**config.mk**
```make
export PLATFORM = sky130hd
export DESIGN_NAME = robo_action_sequencer
export DESIGN_NICKNAME = d
export VERILOG_FILES = /design/src/rtl/robo_action_sequencer.sv
export SDC_FILE = /design/constraint.sdc
export NUM_CORES = 1
export LEC_CHECK = 0
export CELL_PAD_IN_SITES_DETAIL_PLACEMENT = 0
export CELL_PAD_IN_SITES_GLOBAL_PLACEMENT = 1
export CORE_MARGIN = 4
export CORE_UTILIZATION = 30
export DETAILED_ROUTE_END_ITERATION = 8
export PLACE_DENSITY = 0.69
export SLEW_MARGIN = 20
export SYNTH_ARGS = -nofsm -noshare
export SYNTH_HDL_FRONTEND = slang
export SYNTH_SLANG_ARGS = --single-unit
```
**constraint.sdc**
```tcl
create_clock -name clock -period 2.35 [get_ports clock]
set_input_delay 0.47 -clock clock [delete_from_list [all_inputs] [get_ports clock]]
set_output_delay 0.47 -clock clock [all_outputs]
set_load 0.01 [all_outputs]
```
**src/rtl/robo_action_sequencer.sv**
```systemverilog
// -----------------------------------------------------------------------------
// robo_action_sequencer
//
// Drives the wall-following robot FSM. It gives the robot FSM a one-cycle step
// enable, samples the command the FSM then presents, and plays that command out
// as a timed actuator pulse. Runs of turn commands with no forward move or
// removal in between are counted. A long run of them trips a sticky watchdog
// that holds the robot still until reset. Completed removals are counted.
//
// Ports
//   clock         in   1  system clock, rising edge
//   reset         in   1  asynchronous, active-high
//   cmd_avancar   in   1  robot FSM "advance" command (level)
//   cmd_girar     in   1  robot FSM "turn" command (level)
//   cmd_remover   in   1  robot FSM "remove" command (level)
//   step          out  1  one-cycle clock enable to the robot FSM state register
//   motor_fwd     out  1  forward drive enable
//   motor_turn    out  1  rotate drive enable
//   arm_on        out  1  removal arm enable
//   busy          out  1  an actuator action is in progress
//   done          out  1  one-cycle pulse after an action completes
//   stuck         out  1  watchdog tripped; sticky until reset
//   remove_count  out  8  completed removals, saturating at 255
// -----------------------------------------------------------------------------
module robo_action_sequencer #(
  parameter int T_MOVE      = 4,
  parameter int T_TURN      = 6,
  parameter int T_REMOVE    = 8,
  parameter int STUCK_LIMIT = 4,
  parameter int CNT_W       = 4
) (
  input  logic       clock,
  input  logic       reset,
  input  logic       cmd_avancar,
  input  logic       cmd_girar,
  input  logic       cmd_remover,
  output logic       step,
  output logic       motor_fwd,
  output logic       motor_turn,
  output logic       arm_on,
  output logic       busy,
  output logic       done,
  output logic       stuck,
  output logic [7:0] remove_count
);

  localparam logic [2:0] IDLE   = 3'd0;
  localparam logic [2:0] SAMPLE = 3'd1;
  localparam logic [2:0] MOVE   = 3'd2;
  localparam logic [2:0] TURN   = 3'd3;
  localparam logic [2:0] REMOVE = 3'd4;
  localparam logic [2:0] HALT   = 3'd5;

  // Wide enough to hold STUCK_LIMIT itself: the run count reaches it exactly
  // on the sample that trips the watchdog.
  localparam int TR_W = $clog2(STUCK_LIMIT + 1);

  logic [2:0]       state;
  logic [CNT_W-1:0] timer;
  logic [TR_W-1:0]  turn_run;
  logic [TR_W-1:0]  turn_next;

  assign turn_next = turn_run + TR_W'(1);

  always_ff @(posedge clock or posedge reset) begin
    if (reset) begin
      state        <= IDLE;
      timer        <= '0;
      turn_run     <= '0;
      done         <= 1'b0;
      remove_count <= '0;
    end else begin
      // NOTE: non-blocking assignments throughout, so every branch reads the
      // pre-edge values of state/timer/turn_run regardless of statement order.
      done <= 1'b0;
      case (state)
        IDLE: state <= SAMPLE;

        SAMPLE: begin
          // remover outranks girar, which outranks avancar.
          if (cmd_remover) begin
            state    <= REMOVE;
            timer    <= CNT_W'(T_REMOVE - 1);
            turn_run <= '0;
          end else if (cmd_girar) begin
            turn_run <= turn_next;
            if (turn_next == TR_W'(STUCK_LIMIT)) begin
              state <= HALT;
            end else begin
              state <= TURN;
              timer <= CNT_W'(T_TURN - 1);
            end
          end else if (cmd_avancar) begin
            state    <= MOVE;
            timer    <= CNT_W'(T_MOVE - 1);
            turn_run <= '0;
          end else begin
            // No command: robot is in Standby; re-step it without touching
            // the turn run.
            state <= IDLE;
          end
        end

        MOVE, TURN, REMOVE: begin
          // The timer is loaded with T_*-1 and the exit happens on the cycle
          // it reads zero, giving exactly T_* cycles in the action state.
          if (timer == '0) begin
            state <= IDLE;
            done  <= 1'b1;
            if (state == REMOVE && remove_count != 8'hFF) begin
              remove_count <= remove_count + 8'd1;
            end
          end else begin
            timer <= timer - CNT_W'(1);
          end
        end

        HALT:    state <= HALT;
        default: state <= HALT;
      endcase
    end
  end

  // Actuators decode directly from the state register, so an async reset
  // drops them in the same cycle and at most one can ever be high.
  // step is also gated by reset so it stays low while reset is held.
  assign step       = (state == IDLE) && !reset;
  assign motor_fwd  = (state == MOVE);
  assign motor_turn = (state == TURN);
  assign arm_on     = (state == REMOVE);
  assign busy       = (state == MOVE) || (state == TURN) || (state == REMOVE);
  assign stuck      = (state == HALT);

endmodule
```
==> run summary <==
Outcome: complete, no violations
Max-cap violations: 0
RR Startpoint: timer[0]
Initial DRC count: 57
Core area: 3440 um2
Post-synth EDFFs: 0
Setup-failing EPs final: 0
ANT cells: 0
Cell area after synthesis: 1100 um2
Share of cells above drive strength 1: 15.0%
Root Driver: clkbuf_8
Most frequent cells in the layout: dfrtp_1 (19), clkdlybuf4s50_1 (18), buf_4 (7)
Post-synthesis async set-or-reset flop share: 100%
Setup TNS: 0 ps
Worst IR Drop VDD: 497 uV
TritonCTS clock tree: yes
Most common cell after layout, fill and taps aside: dfrtp_1
Hold Crit Class: reg -> reg
Minimum setup slack among reg-to-reg paths: 210 ps
Period utilisation layout: 93.2%
Xor and xnor area share after synthesis: 6.35%
Hold buffers post-CTS: 0
Final #Nets: 144
Synth unique cells: 41
Synth Area in Compound Gates: 15.4%
Initial antenna violation count: 0
Crit. End Element: output pin
Pre-antenna DRT Iters: 4
Total nets after synthesis: 118
GPL Wtd Cong: 0.778
Tmin final: 2190 ps
Number of I/O port buffers: 19
Reg2reg path depth: 5
Vias in the first global route: 905
Clk pin slew, worst setup/hold paths: 70 ps
Clock insertion delay at the later pin of the skew report: 250 ps
Worst R2R End: remove_count[1]
Mux contribution to synthesized area: 3.29%
Achievable Freq: 0.456 GHz
Synth Flop Type: dfrtp_1
Critical-path maximum fanout: 5
Register area share after synthesis: 43.1%
Min-delay src: remove_count[5]
Final ANT Viol Nets: 0
Largest net degree at the start of global routing: 20
Chip width: 68.7 um
Hpwl dp: 1780 um
Final hold vios: 0
Crit Path Class: reg -> out
Leakage: 0.625 nW
Post-Syn Instances: 108
Startpoint Class: flop
Flop and latch count out of synthesis: 19
Global route overflow: 0
DR vias/cell: 4.96
Longest Clk Path Bufs: 2
Vias: 888
Yosys Warn Count: 0
Post-Synth Adder-Cell Area: 5.67%
Worst EP required: 1880 ps
Worst Path Arrival: 1720 ps
Syn Area/Cell: 10.2 um2
Power per cell area: 980 nW/um2
# rows: 21
Remaining routing DRC violations: 0
Die Ht: 68.7 um
Gr usage total: 11.7%
Worst Hold End: remove_count[5]
Rel. slew slack: 69.6%
Tightest Pin Transition: 456 ps
Worst Skew: 2.50 ps
H-tree levels: 1
IO Count: 20
Area grow syn2layout: 29.0%
WHS: 497 ps
Main combinational cell family by area after synthesis: simple AND/OR/NAND/NOR gates
Simple-Gate Fraction of Synth Area: 21.1%
Slew Viols, Final: 0
CTS Sinks: 19
First-pass GRT wire length: 4030 um
Wire per inst: 13.3 um
Hold path cells: 1
TritonCTS Buffers: 3
Starting Density: 32.1%
Drt total wl: 2380 um
Die area: 4710 um2
Unrepaired setup endpoints after global routing: no
-- through the flow --
| stage | power [mW] | util (%) | setup slack [ps] | cells | area (um2) |
|---|---|---|---|---|---|
| 6_report | 1.40 | 41.4 | 159 | 179 | 1420 |
| 5_1_grt | 1.50 | 41.4 | 78.6 | 179 | 1420 |
| 4_1_cts | 1.41 | 41.2 | 6.12 | 179 | 1420 |
| 3_5_place_dp | 1.17 | 39.9 | 216 | 175 | 1370 |
| 3_3_place_gp | 1.15 | 39.9 | 252 | 175 | 1370 |
| 2_1_floorplan | 0.925 | - | 401 | 108 | 1100 |
-- routing by layer --
layer  vias up  part of all wire (%)  routed length (um)  track usage, %
met3         2                   7.3                 173            3.73
met1       415                    49                1160            15.5
met4         0                  0.97                  23            5.46
met5         -                     0                   0               0
met2        36                    43                1020            17.0
li1        435                     -                   -               -
-- where the power goes --
part / total, mW / internal (mW) / switching (mW) / leakage, nW
sequential: 0.486 / 0.410 / 0.0763 / 0.240
clock: 0.225 / 0.120 / 0.105 / 0.0228
combinational: 0.683 / 0.361 / 0.323 / 0.362
-- kinds of logic after synthesis --
kind of cell    Yosys count
flops                    19
fa+ha+maj                 5
mux                       3
buf+inv                  12
simple gates             39
xor+xnor                  8
compound gates           22
-- critical path, stage by stage, from the launching register on --
cell	delay, ps
dfrtp_1	390
or3b_4	430
inv_2	100
clkdlybuf4s50_1	550
-- synthesized netlist by cell type, types with 2 or more instances --
cell type / n / area share (%)
and3_1: 2 / 1.1
o22a_1: 2 / 1.6
or3b_4: 2 / 2.0
nand2_1: 6 / 2.0
o21ai_0: 5 / 2.3
nor3_1: 2 / 0.91
nor4_1: 2 / 1.1
dfrtp_1: 19 / 43
nand2b_1: 3 / 1.7
ha_1: 5 / 5.7
nand3_1: 6 / 2.7
and2_1: 3 / 1.7
xnor2_1: 5 / 4.0
a21oi_1: 3 / 1.4
nor2b_1: 2 / 1.1
o31ai_1: 2 / 1.4
inv_1: 7 / 2.4
buf_2: 3 / 1.4
nor2_1: 4 / 1.4
xor2_1: 3 / 2.4
and4_1: 2 / 1.6
-- final cells by class --
type	instances	area, um2
clock buffers	4	45.0
fillers	344	2020
inverters	7	26.3
multi-input cells	77	574
flip-flops and latches	19	475
well taps	46	57.6
repair buffers	26	245
-- timing repair --
| action | CTS | global route |
|---|---|---|
| setup endpoints to repair | 1 | 2 |
| hold endpoints to repair | 0 | 0 |
| resized for setup | 1 | 2 |
| buffers inserted | 0 | 0 |
| cloned | 0 | 0 |
-- registers in the layout, indices dropped and copies added (netlist names) --
name,count
remove_count,8
timer,4
state,3
turn_run,3
done,1
-- how the worst max path moves through the flow --
stage | from | slack, ps | cells past startpoint | to
after floorplan | timer[0] | 400 | 6 | remove_count[1]
after global placement | reset | 250 | 3 | step
after detailed placement | reset | 220 | 3 | step
after CTS | state[1] | 6 | 5 | busy
after global routing | state[1] | 80 | 4 | motor_turn
final | state[1] | 160 | 3 | arm_on
No activity file was read; power rests on OpenSTA's default activity.
